**src/rtl/coax_tx_buffer.sv**
```systemverilog
// coax_tx_buffer: word FIFO feeding the coax serializer, with commit/start handshake
// and sticky overflow/underflow flags.
module coax_tx_buffer #(
    parameter int DATA_WIDTH = 10,
    parameter int DEPTH      = 16
) (
    input  logic                    clk,
    input  logic                    reset_n,
    input  logic                    wr_strobe,
    input  logic [DATA_WIDTH-1:0]   wr_data,
    input  logic                    commit,
    input  logic                    flush,
    input  logic                    err_clear,
    input  logic                    tx_active,
    input  logic                    tx_ready,
    output logic                    tx_start,
    output logic [DATA_WIDTH-1:0]   tx_data,
    output logic                    tx_valid,
    output logic                    tx_last,
    output logic [$clog2(DEPTH):0]  count,
    output logic                    full,
    output logic                    pending,
    output logic                    overflow,
    output logic                    underflow
);
    localparam int AW = $clog2(DEPTH);
    localparam int CW = AW + 1;

    typedef enum logic [1:0] {ST_IDLE, ST_WAIT, ST_START} state_t;

    state_t                state_q, state_d;
    logic [AW-1:0]         wr_ptr_q, wr_ptr_d, rd_ptr_q, rd_ptr_d;
    logic [CW-1:0]         count_q, count_d;
    logic                  overflow_q, overflow_d, underflow_q, underflow_d;
    logic                  pop, push;
    logic [DATA_WIDTH-1:0] mem_q [DEPTH];

    assign count     = count_q;
    assign full      = count_q == CW'(DEPTH);
    assign tx_valid  = count_q != '0;
    assign tx_last   = count_q == CW'(1);
    assign tx_data   = mem_q[rd_ptr_q];
    assign tx_start  = state_q == ST_START;
    assign pending   = state_q == ST_WAIT;
    assign overflow  = overflow_q;
    assign underflow = underflow_q;

    always_comb begin
        pop         = tx_ready && tx_valid;
        push        = wr_strobe && (!full || pop);
        wr_ptr_d    = flush ? '0 : push ? wr_ptr_q + AW'(1) : wr_ptr_q;
        rd_ptr_d    = flush ? '0 : pop ? rd_ptr_q + AW'(1) : rd_ptr_q;
        count_d     = flush ? '0 : count_q + CW'(push) - CW'(pop);
        // a fresh error in the same cycle as err_clear keeps the flag set
        overflow_d  = (wr_strobe && full && !pop) || (overflow_q && !err_clear);
        underflow_d = (tx_ready && !tx_valid) || (underflow_q && !err_clear);
        state_d     = state_q;
        case (state_q)
            ST_IDLE:  state_d = (commit && tx_valid) ? ST_WAIT : ST_IDLE;
            ST_WAIT:  state_d = !tx_valid ? ST_IDLE : !tx_active ? ST_START : ST_WAIT;
            default:  state_d = ST_IDLE;
        endcase
        if (flush) state_d = ST_IDLE;
    end

    always_ff @(posedge clk or negedge reset_n) begin
        if (!reset_n) begin
            state_q     <= ST_IDLE;
            wr_ptr_q    <= '0;
            rd_ptr_q    <= '0;
            count_q     <= '0;
            overflow_q  <= 1'b0;
            underflow_q <= 1'b0;
        end else begin
            state_q     <= state_d;
            wr_ptr_q    <= wr_ptr_d;
            rd_ptr_q    <= rd_ptr_d;
            count_q     <= count_d;
            overflow_q  <= overflow_d;
            underflow_q <= underflow_d;
        end
    end

    // storage needs no reset; head content is don't-care while empty
    always_ff @(posedge clk) begin
        if (push && !flush) mem_q[wr_ptr_q] <= wr_data;
    end
endmodule

```
**config.mk**
```make
export PLATFORM = sky130hd
export DESIGN_NAME = coax_tx_buffer
export DESIGN_NICKNAME = d
export VERILOG_FILES = /design/src/rtl/coax_tx_buffer.sv
export SDC_FILE = /design/constraint.sdc
export NUM_CORES = 1
export LEC_CHECK = 0
export CAP_MARGIN = 40
export CORE_MARGIN = 1
export CORE_UTILIZATION = 59
export CTS_CLUSTER_DIAMETER = 50
export CTS_CLUSTER_SIZE = 40
export DETAILED_ROUTE_END_ITERATION = 10
export HOLD_SLACK_MARGIN = 0.08
export PLACE_DENSITY = 0.79
export SYNTH_ARGS = -nofsm -noshare
export SYNTH_HDL_FRONTEND = slang
export SYNTH_SLANG_ARGS = --single-unit
```
**constraint.sdc**
```tcl
create_clock -name clk -period 2.8 [get_ports clk]
set_input_delay 0.42 -clock clk [delete_from_list [all_inputs] [get_ports clk]]
set_output_delay 0.42 -clock clk [all_outputs]
set_load 0.01 [all_outputs]
```
==> impl_results.md <==
* Num CTS Buffers at 17
* Worst r2r dst: count[4]
* CTS tree: done
* Setup crit end kind: output port
* Synth Warn # at 0
* Avg WL per Cell at 23.22 um
* Combinational cell fraction of total power at 25.2%
* Tot Pwr at about 7 mW
* Initial DRC count at 370
* Pwr/cell area at 823.5 mW/mm2
* Crit Path Category: register to output port
* Final Wtd Congestion at 0.8120
* DRT Pass-1 Iters at 5
* Flops & latches, synth at between 150 and 200
* Slew @ Worst Pin at 816.2 ps
* Post-synth net total at 438
* Clock Path Buffers at 2
* Vias at between 3000 and 4000
* Status: finished clean
* Clk sinks at around 180
* Worst Hold Class: input pin to async pin
* Clock slew at reported path FFs at about 60 ps
* Post-Route WL at 14910 um
* Cell Int Power at about 5.3 mW
* Seq/Total Area, Yosys at just over 70%
* IO Pins at 40
* Number of max-capacitance violations reported at 0
* FFs w/ async S/R, synth at about a tenth
* Diode count at 0
* FF-to-FF Start: count[3]
* Post-synth EDFFs at 160
* Final Cell Area at 0.008746 mm2
* Leakage power at just over 3 nW
* Fin crit period at 2744 ps
* Core Box Area at roughly 0.012 mm2
* DP Cell Count at 608
* Die X at 112.5 um
* Main synth FF type: edfxtp_1
* Area of the multi-input gates at 0.001953 mm2
* Seq pwr share at between 40% and 50%
* Relative slew slack at a little under half
* I/O Buffers at 39
* Mapped Cells at between 400 and 500
* Die area at about 0.013 mm2
* Max Freq at 364.5 MHz
* Clock share of power at approximately a third
* Post-Syn Area at 0.007207 mm2
* Reg2reg setup slack at ~250 ps
* R2R cell count at 13
* Initial antenna violation count at 0
* Layout area overhead at 21.35%
* Filler instances at around 700
* Largest net degree at the start of global routing at 41
* Total gr overflow at 0
* Layout cell share with drive strength beyond 1 at between 20% and 30%
* Sw frac at between 20% and 30%
* Clk_lat worst skew at 430 ps
* Worst Path Max Fanout at 11
* H-tree depth at 4
* Clock skew at ~7.5 ps
* Detailed-placement wirelength estimate at roughly 9000 um
* DRC viols at 0
* Arr. time, crit path at approximately 2300 ps
* Post-layout instance count excluding filler cells at roughly 640
* Cell Area, Placed at 0.007943 mm2
* Fin. Hold Viols at 0
* Fin Hold WS at 460.1 ps
* Initial Util at 60.25%
* Fin nets at 512
* Die height at approximately 110 um
* Worst path required time at about 2400 ps
* Total track usage at around a quarter
* Pins Over Slew Limit at 0
* Max VDD drop at ~0.58 mV
* Clk Tree Root Cell: clkbuf_16
* Count of final setup violators at 0
* CP startpoint kind: register
* First-pass GRT wire length at between 20000 and 25000 um
* Vias in the first global route at 3970
* Antenna Violating Nets Remaining at 0
* Register area at about 0.0052 mm2
* Sw power at about 1.9 mW
* Post-route clock period utilization at a little over nine tenths
* Synth Area per Inst at roughly 18 um2
* Vias/cell at ~6.2
* Post-synth cell types at 40
* Row count at 40
[logic make-up after synthesis]
group           share of synthesized area, %
fa+ha+maj                              2.014
buf+inv                                2.396
xor+xnor                              0.9723
flops                                  72.57
mux                                    12.08
simple gates                           4.427
compound gates                         5.538
[metal layers]
layer | vias up | share of wire, % | GRT usage [%] | routed length [um]
li1 | 1770 | - | - | -
met1 | 2030 | 41 | 33.84 | 6119
met2 | 161 | 50 | 40.08 | 7481
met3 | 28 | 6.7 | 4.482 | 1000
met4 | 0 | 2.0 | 10.04 | 305
met5 | - | 0 | 0 | 0
[synth_stat cells (3+ instances only)]
cell type / instances / area share (%)
clkbuf_1: 9 / 0.47
a21oi_1: 3 / 0.21
mux2i_1: 42 / 5.8
inv_2: 3 / 0.16
o21ai_0: 11 / 0.76
xnor2_1: 5 / 0.61
nor2b_1: 6 / 0.52
mux4_2: 20 / 6.2
a22oi_1: 10 / 1.0
xor2_1: 3 / 0.36
ha_1: 10 / 1.7
nand3_1: 3 / 0.21
a221oi_1: 18 / 2.2
edfxtp_1: 160 / 67
inv_1: 11 / 0.57
buf_6: 5 / 0.78
nand2_1: 19 / 0.99
buf_2: 3 / 0.21
dfrtp_1: 17 / 5.9
nor2_1: 22 / 1.1
nand2b_1: 3 / 0.26
nor3_1: 5 / 0.35
[layout make-up]
cell class,instances,area share (%)
clock buffers,21,5.036
clock inverters,10,1.559
inverters,14,0.6009
multi-input cells,199,22.33
flip-flops and latches,177,59.84
well taps,147,2.103
repair buffers,74,8.526
[placed cells by master (no fill, tap or decap), types with 2 or more instances in the layout]
master	synthesis	layout
bufinv_16	0	3
xor2_1	3	3
clkinv_4	0	2
nand2_1	19	19
clkbuf_1	9	4
buf_12	0	2
nor4_1	2	2
inv_1	11	11
a22oi_2	0	4
inv_2	3	3
nor3_1	5	5
a22oi_1	10	6
ha_1	10	10
clkdlybuf4s15_1	0	2
mux4_2	20	20
o21ai_1	1	4
clkbuf_16	0	19
clkinv_1	0	2
nand2b_1	3	3
buf_4	2	29
dfrtp_1	17	16
xnor2_1	5	5
clkdlybuf4s50_1	0	29
o21ai_0	11	8
nor2b_1	6	5
nand3_1	3	3
dlymetal6s2s_1	0	6
a21oi_1	3	3
a221oi_2	2	20
mux2i_1	42	42
edfxtp_1	160	160
nor2_1	22	22
[per-stage QoR]
| step | util [%] | setup WS, ps | setup TNS, ps |
|---|---|---|---|
| after floorplan | - | 332.6 | 0 |
| after global placement | 66.40 | 209.3 | 0 |
| after detailed placement | 66.40 | 163.4 | 0 |
| after CTS | 72.03 | -145.8 | -745.8 |
| after global routing | 73.12 | -10.49 | -10.49 |
| final | 73.12 | 56.46 | 0 |
[flip-flops by register name, summed over array words and instances (netlist names)]
name and cells:
underflow 1, rd_ptr_q 4, overflow 1, wr_ptr_q 4, mem_q 160, state_q 2
count 5
[critical path: stages (launching register included)]
cell and delay (ps):
dfrtp_4 490, buf_6 130, clkbuf_16 170, mux4_2 510, a22oi_2 190, nand2_1 90, dlygate4sd2_1 300
[how the worst max path moves through the flow]
| stage | from | to | slack, ps | cells past startpoint |
|---|---|---|---|---|
| 2_1_floorplan | count[3] | count[4] | 330 | 12 |
| 3_3_place_gp | rd_ptr_q[1] | tx_data[0] | 210 | 7 |
| 3_5_place_dp | rd_ptr_q[0] | tx_data[2] | 160 | 6 |
| 4_1_cts | rd_ptr_q[0] | tx_data[0] | -150 | 7 |
| 5_1_grt | rd_ptr_q[0] | tx_data[9] | -10 | 6 |
| 6_report | rd_ptr_q[0] | tx_data[9] | 60 | 6 |
[power by group through the flow]
| stage | Clock [mW] | Combinational (mW) | Sequential, mW |
|---|---|---|---|
| 3_5_place_dp | 0 | 1.68 | 3.10 |
| 6_report | 2.32 | 1.81 | 3.07 |
| 5_1_grt | 2.44 | 1.95 | 3.08 |
| 2_1_floorplan | 0 | 1.10 | 3.11 |
| 4_1_cts | 2.34 | 1.71 | 3.05 |
| 3_3_place_gp | 0 | 1.66 | 3.10 |
[timing repair]
| action | CTS | global route |
|---|---|---|
| hold buffers | 0 | 0 |
| pin swaps | 7 | 10 |
| buffers inserted | 0 | 1 |
| resized for setup | 21 | 23 |
| endpoints found under the setup margin | 10 | 8 |
| gates cloned | 0 | 2 |
| endpoints found under the hold margin | 0 | 0 |
No activity file was read; power rests on OpenSTA's default activity.
